### config.mk
export PLATFORM = sky130hd
export DESIGN_NAME = bin2bcd_seq
export DESIGN_NICKNAME = d
export VERILOG_FILES = /design/src/rtl/bin2bcd_pkg.sv /design/src/rtl/bin2bcd_seq_add3.sv /design/src/rtl/bin2bcd_seq.sv
export SDC_FILE = /design/constraint.sdc
export NUM_CORES = 1
export LEC_CHECK = 0
export ABC_AREA = 1
export CAP_MARGIN = 20
export CORE_UTILIZATION = 51
export CTS_CLUSTER_SIZE = 28
export DETAILED_ROUTE_END_ITERATION = 10
export PLACE_DENSITY_LB_ADDON = 0.2
export SKIP_CTS_REPAIR_TIMING = 1
export SYNTH_ARGS = -nofsm -noshare
export SYNTH_HDL_FRONTEND = slang
export SYNTH_HIERARCHICAL = 1
export SYNTH_SLANG_ARGS = --single-unit
### constraint.sdc
create_clock -name clk -period 4.68 [get_ports clk]
set_input_delay 0.936 -clock clk [delete_from_list [all_inputs] [get_ports clk]]
set_output_delay 0.936 -clock clk [all_outputs]
set_load 0.02 [all_outputs]
### src/rtl/bin2bcd_pkg.sv
// rtl/bin2bcd_pkg.sv - shared types, defaults and elaboration helpers for bin2bcd_seq
package bin2bcd_pkg;

  typedef enum logic [1:0] {
    IDLE  = 2'd0,
    SHIFT = 2'd1,
    DONE  = 2'd2
  } state_e;

  localparam int DEF_BIN_W  = 32;
  localparam int DEF_DIGITS = 10;

  // Width of the packed BCD bus for a given digit count.
  function automatic int bcd_width(input int digits);
    return 4 * digits;
  endfunction

  // ceil(bin_w * log10(2)) in integer arithmetic; the constant rounds
  // log10(2) slightly up so the result never under-reports.
  function automatic int digits_needed(input int bin_w);
    return (bin_w * 30103 + 99999) / 100000;
  endfunction

endpackage

### src/rtl/bin2bcd_seq_add3.sv
// rtl/bin2bcd_seq_add3.sv - single BCD digit add-3 corrector
module bcd_add3 (
  input  logic [3:0] din,
  output logic [3:0] dout
);

  // Digits of 5 or more would carry past 9 after the next doubling.
  always_comb begin
    dout = (din >= 4'd5) ? din + 4'd3 : din;
  end

endmodule

### src/rtl/bin2bcd_seq.sv
// rtl/bin2bcd_seq.sv - sequential double-dabble binary to BCD converter
module bin2bcd_seq
  import bin2bcd_pkg::*;
#(
  parameter int BIN_W  = DEF_BIN_W,
  parameter int DIGITS = DEF_DIGITS
) (
  input  logic                  clk,
  input  logic                  rst,
  input  logic                  start,
  input  logic [BIN_W-1:0]      bin_in,
  input  logic                  signed_in,
  output logic                  ready,
  output logic                  valid,
  output logic [4*DIGITS-1:0]   bcd_out,
  output logic                  neg,
  output logic [DIGITS-1:0]     blank_mask,
  output logic                  ovf
);

  localparam int BCD_W  = bcd_width(DIGITS);
  localparam int CNT_W  = $clog2(BIN_W + 1);
  // With enough digits the top digit can never reach 5, so ovf is tied off.
  localparam bit NARROW = DIGITS < digits_needed(BIN_W);

  state_e             state_q, state_d;
  logic [CNT_W-1:0]   cnt_q, cnt_d;
  logic [BCD_W-1:0]   acc_q, acc_d;
  logic [BIN_W-1:0]   sh_q, sh_d;
  logic               neg_int_q, neg_int_d;
  logic               ovf_int_q, ovf_int_d;
  logic [BCD_W-1:0]   bcd_out_q, bcd_out_d;
  logic               neg_q, neg_d;
  logic               ovf_q, ovf_d;
  logic [DIGITS-1:0]  blank_q, blank_d;

  logic [BCD_W-1:0]   corr;
  logic [BCD_W-1:0]   acc_shift;
  logic               ovf_shift;
  logic [DIGITS-1:0]  blank_next;
  logic [BIN_W-1:0]   mag;
  logic               last_shift;

  for (genvar g = 0; g < DIGITS; g++) begin : g_add3
    bcd_add3 u_add3 (
      .din  (acc_q[4*g +: 4]),
      .dout (corr[4*g +: 4])
    );
  end

  // Magnitude of the operand; the most negative value maps to 2^(BIN_W-1).
  always_comb begin
    mag = (signed_in && bin_in[BIN_W-1]) ? -bin_in : bin_in;
  end

  // One double-dabble step: corrected digits shift left, next binary bit enters.
  always_comb begin
    acc_shift  = {corr[BCD_W-2:0], sh_q[BIN_W-1]};
    ovf_shift  = ovf_int_q | (NARROW & corr[BCD_W-1]);
    last_shift = (state_q == SHIFT) && (cnt_q == CNT_W'(1));
  end

  // Leading-zero mask of the final BCD value; digit 0 is never blanked.
  always_comb begin
    logic upper_zero;
    upper_zero = 1'b1;
    blank_next = '0;
    for (int i = DIGITS - 1; i >= 1; i--) begin
      upper_zero    = upper_zero && (acc_shift[4*i +: 4] == 4'd0);
      blank_next[i] = upper_zero;
    end
  end

  // Next-state and datapath control for IDLE -> SHIFT x BIN_W -> DONE.
  always_comb begin
    state_d   = state_q;
    cnt_d     = cnt_q;
    acc_d     = acc_q;
    sh_d      = sh_q;
    neg_int_d = neg_int_q;
    ovf_int_d = ovf_int_q;
    bcd_out_d = bcd_out_q;
    neg_d     = neg_q;
    ovf_d     = ovf_q;
    blank_d   = blank_q;
    case (state_q)
      IDLE: begin
        if (start) begin
          sh_d      = mag;
          acc_d     = '0;
          neg_int_d = signed_in && bin_in[BIN_W-1];
          ovf_int_d = 1'b0;
          cnt_d     = CNT_W'(BIN_W);
          state_d   = SHIFT;
        end
      end
      SHIFT: begin
        acc_d     = acc_shift;
        sh_d      = {sh_q[BIN_W-2:0], 1'b0};
        ovf_int_d = ovf_shift;
        cnt_d     = cnt_q - CNT_W'(1);
        if (last_shift) begin
          state_d   = DONE;
          bcd_out_d = acc_shift;
          neg_d     = neg_int_q;
          ovf_d     = ovf_shift;
          blank_d   = blank_next;
        end
      end
      DONE: begin
        state_d = IDLE;
      end
      default: begin
        state_d = IDLE;
      end
    endcase
  end

  // State and result registers; reset discards any conversion in flight.
  always_ff @(posedge clk or posedge rst) begin
    if (rst) begin
      state_q   <= IDLE;
      cnt_q     <= '0;
      acc_q     <= '0;
      sh_q      <= '0;
      neg_int_q <= 1'b0;
      ovf_int_q <= 1'b0;
      bcd_out_q <= '0;
      neg_q     <= 1'b0;
      ovf_q     <= 1'b0;
      blank_q   <= '0;
    end else begin
      state_q   <= state_d;
      cnt_q     <= cnt_d;
      acc_q     <= acc_d;
      sh_q      <= sh_d;
      neg_int_q <= neg_int_d;
      ovf_int_q <= ovf_int_d;
      bcd_out_q <= bcd_out_d;
      neg_q     <= neg_d;
      ovf_q     <= ovf_d;
      blank_q   <= blank_d;
    end
  end

  assign ready      = (state_q == IDLE);
  assign valid      = (state_q == DONE);
  assign bcd_out    = bcd_out_q;
  assign neg        = neg_q;
  assign ovf        = ovf_q;
  assign blank_mask = blank_q;

endmodule

==> impl_metrics.toml <==
[timing]
max_freq_ghz = 0.3233
hold_viol_final = 0
fin_setup_tns_ns = 0
finalSetupViolations = 0
fin_crit_ns = 3.094
worstMarginPinSlew_ns = 0.8144
rsz0062_at_grt = "no"
relSlewSlack = 0.4571
finClkSkew_ns = 0.005448
drv_slew = 0
post-route-period-util = 0.6610

[clock_tree]
clockBufferDepth = 2
clock_latency_ns = 0.42
htree_levels = 4
cts_tree = "built"
cts_sinks = 131
cts-root-buf = "clkbuf_16"
clkTransAtPathRegs_ns = 0.06
cts_buffers = 17

[global_routing]
grt_pass1_wl_um = 27760
first_global_vias = 5874
grt_max_degree = 66
antenna_found_initial = 0
overflow = 0
grtUsageTotal = 0.2342

[setup_path]
required_ns = 4.96
cp_top_family = "buffers and inverters"
cp_slowest_cell = "buf_4"
r2r-start = "state_q[1]"
criticalPathCategory = "reg -> reg"
crit_chain = "nor2_8 -> inv_2 -> nor2_4 -> clkinv_2 -> buf_4 -> nand2_1 -> o21ai_1"
crit_start = "state_q[1]"
arrival_ns = 3.37
critPathLaunchType = "flop"
critical_path.max_stage_delay_ns = 0.53
crit_buf_inv = 3
crit_path_end_kind = "flop"
crit_fanout = 58

[floorplan]
dieHeight_um = 123.8
ios = 90
dieArea_um2 = 15330
initial_core_util = 0.5226
die_w_um = 123.8
rows = 44
core_um2 = 14480

[cells_and_area]
drive_gt1_frac = 0.1335
fin_util = 0.6316
fin_nets = 1087
n_antenna_cell = 0
finalInstanceArea_um2 = 9145
synthToLayoutAreaGrowth_pct = 20.87

[detailed_routing]
drt_iter0_markers = 487
routed_via_density = 5.216
wl_per_cell_um = 13.61
drc = 0
firstDrtPassIters = 4
routed-via-count = 6389
ant_nets = 0
wirelength_um = 16670

[power]
power.leakage_nw = 4.271
vdd.ir_drop.worst_mv = 0.2397
p_per_area_nw_per_um2 = 289.9

[synthesis]
yosysWarnings = 6
syn_avg_cell_area_um2 = 7.973
synth_cells = 949
syn_area_um2 = 7566

[job]
cap_violations = 0

[placed_design]
gp_congestion = 0.9644
io_buffers = 87
post_dp_cell_area_um2 = 8521
hpwl_um = 11530

[outcome]
status = "complete, no violations"

[min_path]
hold_class = "reg -> reg"
hold_start = "bcd_out[4]"
[sequential cells by signal (all words and copies together), names as in the netlist]
register / count
cnt_q: 6
blank_mask: 9
bcd_out: 40
sh_q: 32
neg_int_q: 1
state_q: 2
acc_q: 40
neg: 1
[area by class of cell]
cell class              instances  area, µm²
fillers                      1261       5334
multi-input cells             672       3647
flip-flops and latches        131       3278
repair buffers                 92      933.4
clock buffers                  24      501.7
inverters                     114      431.7
well taps                     184      230.2
clock inverters                 8      122.6
[power by group]
group	leakage [nW]	internal, mW	switching, mW	total [mW]
sequential	1.74	1.13	0	1.13
combinational	2.23	0.0463	0.0740	0.120
clock	0.298	0.907	0.491	1.40
total	4.27	2.09	0.565	2.65
[final timing paths]
path	end	slack [ns]	depth (start not counted)
worst max-delay path	blank_mask[9]	1.59	7
min in group asynchronous	bcd_out[7]	1.04	2
max in group asynchronous	sh_q[11]	2.68	4
worst max register to register	blank_mask[9]	1.59	7
worst min-delay path	bcd_out[4]	0.48	2
worst min register to register	bcd_out[4]	0.48	2
[routing by layer]
metal / global-route usage / wire length, µm / part of all wire
met1: 0.3267 / 8087 / 0.49
met2: 0.3639 / 7643 / 0.46
met3: 0.04487 / 658 / 0.039
met4: 0.08057 / 283 / 0.017
met5: 0 / 0 / 0
[placed cells by master, fill, tap and decap left out, types with 5 or more instances in the layout]
| cell | count |
|---|---|
| a21oi_2 | 9 |
| a22oi_1 | 28 |
| clkbuf_16 | 17 |
| clkbuf_8 | 5 |
| clkdlybuf4s50_1 | 87 |
| dfrtp_1 | 131 |
| ha_1 | 23 |
| inv_1 | 99 |
| inv_2 | 12 |
| nand2_1 | 253 |
| nand2_2 | 10 |
| nand3_1 | 48 |
| nand3b_1 | 5 |
| nand4_1 | 5 |
| nor2_1 | 80 |
| nor2_4 | 23 |
| nor3_1 | 7 |
| o21ai_0 | 97 |
| o21ai_1 | 8 |
| o21ai_2 | 44 |
| xor2_1 | 11 |
[through the flow]
step / hold WS [ns] / power, mW / cells / setup slack [ns]
floorplan: 0.4493 / 1.217 / 950 / 0.2463
global placement: 0.4574 / 1.275 / 1193 / 1.326
detailed placement: 0.4620 / 1.275 / 1193 / 1.263
CTS: 0.4761 / 2.671 / 1225 / 1.531
global route: 0.4939 / 2.733 / 1225 / 1.288
finish: 0.4755 / 2.652 / 1225 / 1.586
[worst min-delay path, stage by stage, from the launching register on]
cell and delay, ns:
dfrtp_1 0.34, nand2_1 0.06, o21ai_2 0.05
Power figures use the tool's default switching activity.
